**src/rtl/fir_decimator.sv**
```systemverilog
// Block-averaging decimator behind a FIR stage. It sums N = 2**DEC_LOG2 valid samples and
// emits the scaled sum into a 4-entry show-ahead FIFO. Optional macro: FIR_DEC_ROUND_EN.
module fir_decimator #(
    parameter int unsigned WIDTH    = 8,
    parameter int unsigned DEC_LOG2 = 2
) (
    input  logic                 clk,
    input  logic                 rst,
    input  logic [2*WIDTH-1:0]   fir_out,
    input  logic                 in_valid,
    output logic [2*WIDTH-1:0]   dec_out,
    output logic                 dec_valid,
    input  logic                 dec_ready,
    output logic                 overflow,
    input  logic                 clr_ovf,
    output logic [2:0]           fill
);

    localparam int unsigned DataW   = 2 * WIDTH;
    localparam int unsigned AccW    = DataW + DEC_LOG2;
    localparam int unsigned PhaseW  = (DEC_LOG2 > 0) ? DEC_LOG2 : 1;
    localparam int unsigned NumSmp  = 1 << DEC_LOG2;
    localparam int unsigned Depth   = 4;

    localparam logic [PhaseW-1:0] LastPhase = PhaseW'(NumSmp - 1);

`ifdef FIR_DEC_ROUND_EN
    // Half an output LSB; zero when DEC_LOG2 == 0 so the pass-through case is exact.
    localparam logic [AccW:0] RoundAdd = (AccW + 1)'((2 ** DEC_LOG2) >> 1);
`else
    localparam logic [AccW:0] RoundAdd = '0;
`endif

    // ------------------------------------------------------------------
    // Accumulate / decimate
    // ------------------------------------------------------------------
    logic [PhaseW-1:0] phase_q, phase_d;
    logic [AccW-1:0]   acc_q, acc_d;
    logic [AccW:0]     sum_full;
    logic [AccW:0]     sum_shift;
    logic [DataW-1:0]  result;
    logic              last_smp;

    assign last_smp = in_valid && (phase_q == LastPhase);

    always_comb begin
        sum_full  = {1'b0, acc_q} + (AccW + 1)'(fir_out) + RoundAdd;
        sum_shift = sum_full >> DEC_LOG2;
        // The bound on N samples keeps this clamp unreachable; it guards odd parameterisations.
        if (sum_shift[AccW:DataW] != '0) begin
            result = '1;
        end else begin
            result = sum_shift[DataW-1:0];
        end
    end

    always_comb begin
        phase_d = phase_q;
        acc_d   = acc_q;
        if (in_valid) begin
            if (last_smp) begin
                phase_d = '0;
                acc_d   = '0;
            end else begin
                phase_d = phase_q + 1'b1;
                acc_d   = acc_q + AccW'(fir_out);
            end
        end
    end

    always_ff @(posedge clk or posedge rst) begin
        if (rst) begin
            phase_q <= '0;
            acc_q   <= '0;
        end else begin
            phase_q <= phase_d;
            acc_q   <= acc_d;
        end
    end

    // ------------------------------------------------------------------
    // Output FIFO
    // ------------------------------------------------------------------
    logic [DataW-1:0] mem_q [Depth];
    logic [1:0]       wr_ptr_q, wr_ptr_d;
    logic [1:0]       rd_ptr_q, rd_ptr_d;
    logic [2:0]       fill_q, fill_d;
    logic             ovf_q, ovf_d;
    logic             full, empty;
    logic             do_pop, do_push, drop;

    assign full  = (fill_q == 3'(Depth));
    assign empty = (fill_q == 3'd0);

    // A pop frees the slot in the same edge, so a full FIFO can still take a push.
    assign do_pop  = !empty && dec_ready;
    assign do_push = last_smp && (!full || do_pop);
    assign drop    = last_smp && full && !do_pop;

    always_comb begin
        wr_ptr_d = wr_ptr_q;
        rd_ptr_d = rd_ptr_q;
        fill_d   = fill_q;
        if (do_push) begin
            wr_ptr_d = wr_ptr_q + 2'd1;
        end
        if (do_pop) begin
            rd_ptr_d = rd_ptr_q + 2'd1;
        end
        unique case ({do_push, do_pop})
            2'b10:   fill_d = fill_q + 3'd1;
            2'b01:   fill_d = fill_q - 3'd1;
            default: fill_d = fill_q;
        endcase
    end

    // A new drop wins over a same-cycle clear.
    always_comb begin
        ovf_d = ovf_q;
        if (drop) begin
            ovf_d = 1'b1;
        end else if (clr_ovf) begin
            ovf_d = 1'b0;
        end
    end

    always_ff @(posedge clk or posedge rst) begin
        if (rst) begin
            wr_ptr_q <= '0;
            rd_ptr_q <= '0;
            fill_q   <= '0;
            ovf_q    <= 1'b0;
        end else begin
            wr_ptr_q <= wr_ptr_d;
            rd_ptr_q <= rd_ptr_d;
            fill_q   <= fill_d;
            ovf_q    <= ovf_d;
        end
    end

    always_ff @(posedge clk or posedge rst) begin
        if (rst) begin
            for (int i = 0; i < Depth; i++) begin
                mem_q[i] <= '0;
            end
        end else if (do_push) begin
            mem_q[wr_ptr_q] <= result;
        end
    end

    assign dec_out   = empty ? '0 : mem_q[rd_ptr_q];
    assign dec_valid = !empty;
    assign overflow  = ovf_q;
    assign fill      = fill_q;

endmodule
```
**config.mk**
```make
export PLATFORM = sky130hd
export DESIGN_NAME = fir_decimator
export DESIGN_NICKNAME = d
export VERILOG_FILES = /design/src/rtl/fir_decimator.sv
export SDC_FILE = /design/constraint.sdc
export NUM_CORES = 1
export LEC_CHECK = 0
export CAP_MARGIN = 20
export CORE_UTILIZATION = 59
export DETAILED_ROUTE_END_ITERATION = 10
export PLACE_DENSITY = 0.81
export SLEW_MARGIN = 20
export SYNTH_ARGS = -nofsm -noshare
export SYNTH_HDL_FRONTEND = slang
export SYNTH_SLANG_ARGS = --single-unit
```
**constraint.sdc**
```tcl
create_clock -name clk -period 3.5 [get_ports clk]
set_clock_uncertainty 0.2 [all_clocks]
set_input_delay 0.35 -clock clk [delete_from_list [all_inputs] [get_ports clk]]
set_output_delay 0.35 -clock clk [all_outputs]
set_load 0.02 [all_outputs]
```
==> impl_metrics.csv <==
group,metric,value,unit
outcome,status,"completed",
worst_setup_path,critPathKind,"reg2out",
cts,htreeDepth,3,
cts,ctsRootBufferMaster,"clkbuf_8",
yosys,syn_area_per_cell,10.5,sq um
cells_and_area,fillers,608,
yosys,ys_top_cells_by_area,"dfrtp_1 (45%), mux4_2 (7.0%), ha_1 (5.3%)",
worst_setup_path,crit_path_end_kind,"output port",
yosys,syn_inst,491,
cells_and_area,diodes,0,
floorplanning,dieWidth,95.5,um
cts,clk_path_buf_depth,2,
placement,dp_cells,617,
placement,preCtsSetupSlack,0.314,ns
route,ant_nets,0,
worst_setup_path,reg2reg_slack,0.72,ns
yosys,synth-seq-cells,92,
worst_setup_path,reg2reg_depth,8,
placement,io_buffers,41,
cells_and_area,drive_gt1_share,13.6,%
global_routing,grt_start_max_net_pins,55,
floorplanning,num_rows,33,
sta,min_period,2.94,ns
cts,clock_latency,0.36,ns
route,routed_wl,11600,um
route,num_vias,3861,
flow_run,drv_cap,0,
cts,cts_buffers,9,
sta,slew_viol_final,0,
yosys,synth_top_area_share,44.6,%
cts,post_cts.repair.setup_buffers,0,
floorplanning,pin_count,42,
worst_setup_path,start_kind,"flop",
sta,setup_viol_count_final,0,
worst_setup_path,cp_max_fo,17,
global_routing,antenna_found_initial,0,
global_routing,grt_pass1_vias,3831,
floorplanning,dieArea,0.00912,sq mm
yosys,synth_warnings,0,
route,drtIter0Drc,260,
placement,hpwl,8410,um
cts,path_clk_slew,0.10,ns
route,dr.pass1.iters,5,
cells_and_area,final-instance-count-excl-fill,633,
yosys,synth_area,0.00516,sq mm
sta,hold_viol,0,
floorplanning,core_area,0.00834,sq mm
cts,ctsResizeCount,0,
yosys,synth.most_common_cell,"dfrtp_1",
worst_setup_path,crit_arrival,2.39,ns
yosys,async_flop_share,100,%
sta,slew-limit-headroom,46.0,%
global_routing,overflow,0,
yosys,synth_edf_count,0,
pwr,p_leak,2.54,nW
yosys,netlist_top_cells_count,"dfrtp_1 (92), nor2_1 (45), nand2_1 (38)",
sta,worst_pin_slew,0.811,ns
pwr,pwr_density_cell,1040,mW/mm^2
route,route.detailed.drc,0,
worst_setup_path,crit_required,2.95,ns
cts,holdBufCountCts,0,
worst_setup_path,worstReg2RegStart,"acc_q[11]",
yosys,syn_nets,536,
route,viasPerCell,6.10,
cts,tritoncts,"done",
yosys,synth-main-ff-cell,"dfrtp_1",
placement,gp_congestion,0.920,
pwr,ir_drop,0.453,mV
sta,setup_ws,0.564,ns
worst_hold_path,hold_path_class,"in2async",
yosys,synth_top_area_cell,"dfrtp_1",
cells_and_area,nNetsFinal,568,
floorplanning,start_util,61.8,%
floorplanning,die_h,95.5,um
yosys,ys_seq_area_share,44.6,%
sta,setup-tns-final,0,ns
sta,hold_ws,0.203,ns
cts,clkSinkCount,92,
sta,fmax,341,MHz
global_routing,grtUsageTotal,28.1,%
sta,rsz0062_at_grt,"no",
global_routing,grt_pass1_wl,19200,um
route,wl_per_cell,18.4,um
sta,period_share,83.9,%
cells_and_area,areaGrowthSynthToFinish,13.6,%
worst_setup_path,rr_endpoint,"mem_q[58]",
pwr,power,0.00607,W
yosys,synthDistinctLibCells,63,
[cell usage in the layout (no fill, tap or decap), drive strengths merged, types with 4 or more instances in the layout]
cell type	synthesis	layout
clkinv	1	4
mux2i	6	6
inv	17	17
o21ai	39	39
o211ai	5	5
ha	22	22
a22o	9	9
nor2	46	46
and2	28	28
mux2	15	15
o2bb2ai	5	5
o31ai	4	4
nand2	38	38
a31oi	9	9
buf	12	9
a21oi	38	38
xor2	11	11
a21o	8	8
clkdlybuf4s50	0	41
mux4	16	16
xnor2	6	6
nand4	4	4
or3	4	4
clkbuf	17	11
dfrtp	92	92
[routing by layer]
metal / global-route usage [%] / up-vias / routed length, um
met4: 8.96 / 0 / 185
met5: 0 / - / 0
met1: 38.7 / 1903 / 5270
met2: 45.2 / 109 / 5640
met3: 5.02 / 18 / 533
li1: - / 1831 / -
[worst max-delay path by stage]
stage | startpoint | slack, ns | cells after the start | end
3_3_place_gp | fir_out[0] | 0.42 | 10 | mem_q[56]
3_5_place_dp | fir_out[0] | 0.31 | 10 | mem_q[24]
6_report | rd_ptr_q[1] | 0.56 | 3 | dec_out[0]
2_1_floorplan | rst | 0.56 | 1 | acc_q[0]
5_1_grt | rd_ptr_q[1] | 0.48 | 3 | dec_out[10]
4_1_cts | rd_ptr_q[1] | 0.55 | 3 | dec_out[0]
[kinds of logic (layout without fill, tap and decap cells)]
family	Yosys count	in the layout	share of synthesized area, %
compound gates	141	141	18.8
xor+xnor	17	17	2.89
fa+ha+maj	24	24	6.11
buf+inv	47	84	3.74
flops	92	92	44.6
mux	37	37	11.4
simple gates	133	133	12.4
[registers in the layout, summed over array words and instances (netlist names)]
register,count
mem_q,64
overflow,1
rd_ptr_q,2
phase_q,2
acc_q,18
fill,3
wr_ptr_q,2
[critical path, stage by stage, from the launching register on]
cell	delay, ns
dfrtp_1	0.88
mux4_2	0.43
and2_1	0.17
clkdlybuf4s50_1	0.53
[power by group]
group / leakage, nW / switching, W / internal, W / total [W]
clock: 0.0999 / 0.000387 / 0.000353 / 0.000740
combinational: 1.30 / 0.00182 / 0.00159 / 0.00341
sequential: 1.13 / 0.000356 / 0.00157 / 0.00193
total: 2.54 / 0.00256 / 0.00351 / 0.00607
[layout make-up]
class / count / area (sq um) / share of cell area [%]
multi-input combinational: 352 / 2660 / 45.4
sequential: 92 / 2300 / 39.3
timing repair buffer: 50 / 490 / 8.38
clock buffer: 11 / 141 / 2.41
tap: 105 / 131 / 2.24
inverter: 18 / 68.8 / 1.18
clock inverter: 5 / 60.1 / 1.03
[per-stage QoR]
step	instance area [sq um]	utilization, %
CTS	5860	70.2
detailed placement	5650	67.8
finish	5860	70.2
global placement	5650	67.8
global route	5860	70.2
floorplan	5160	-
(Power assumes the default switching activity.)
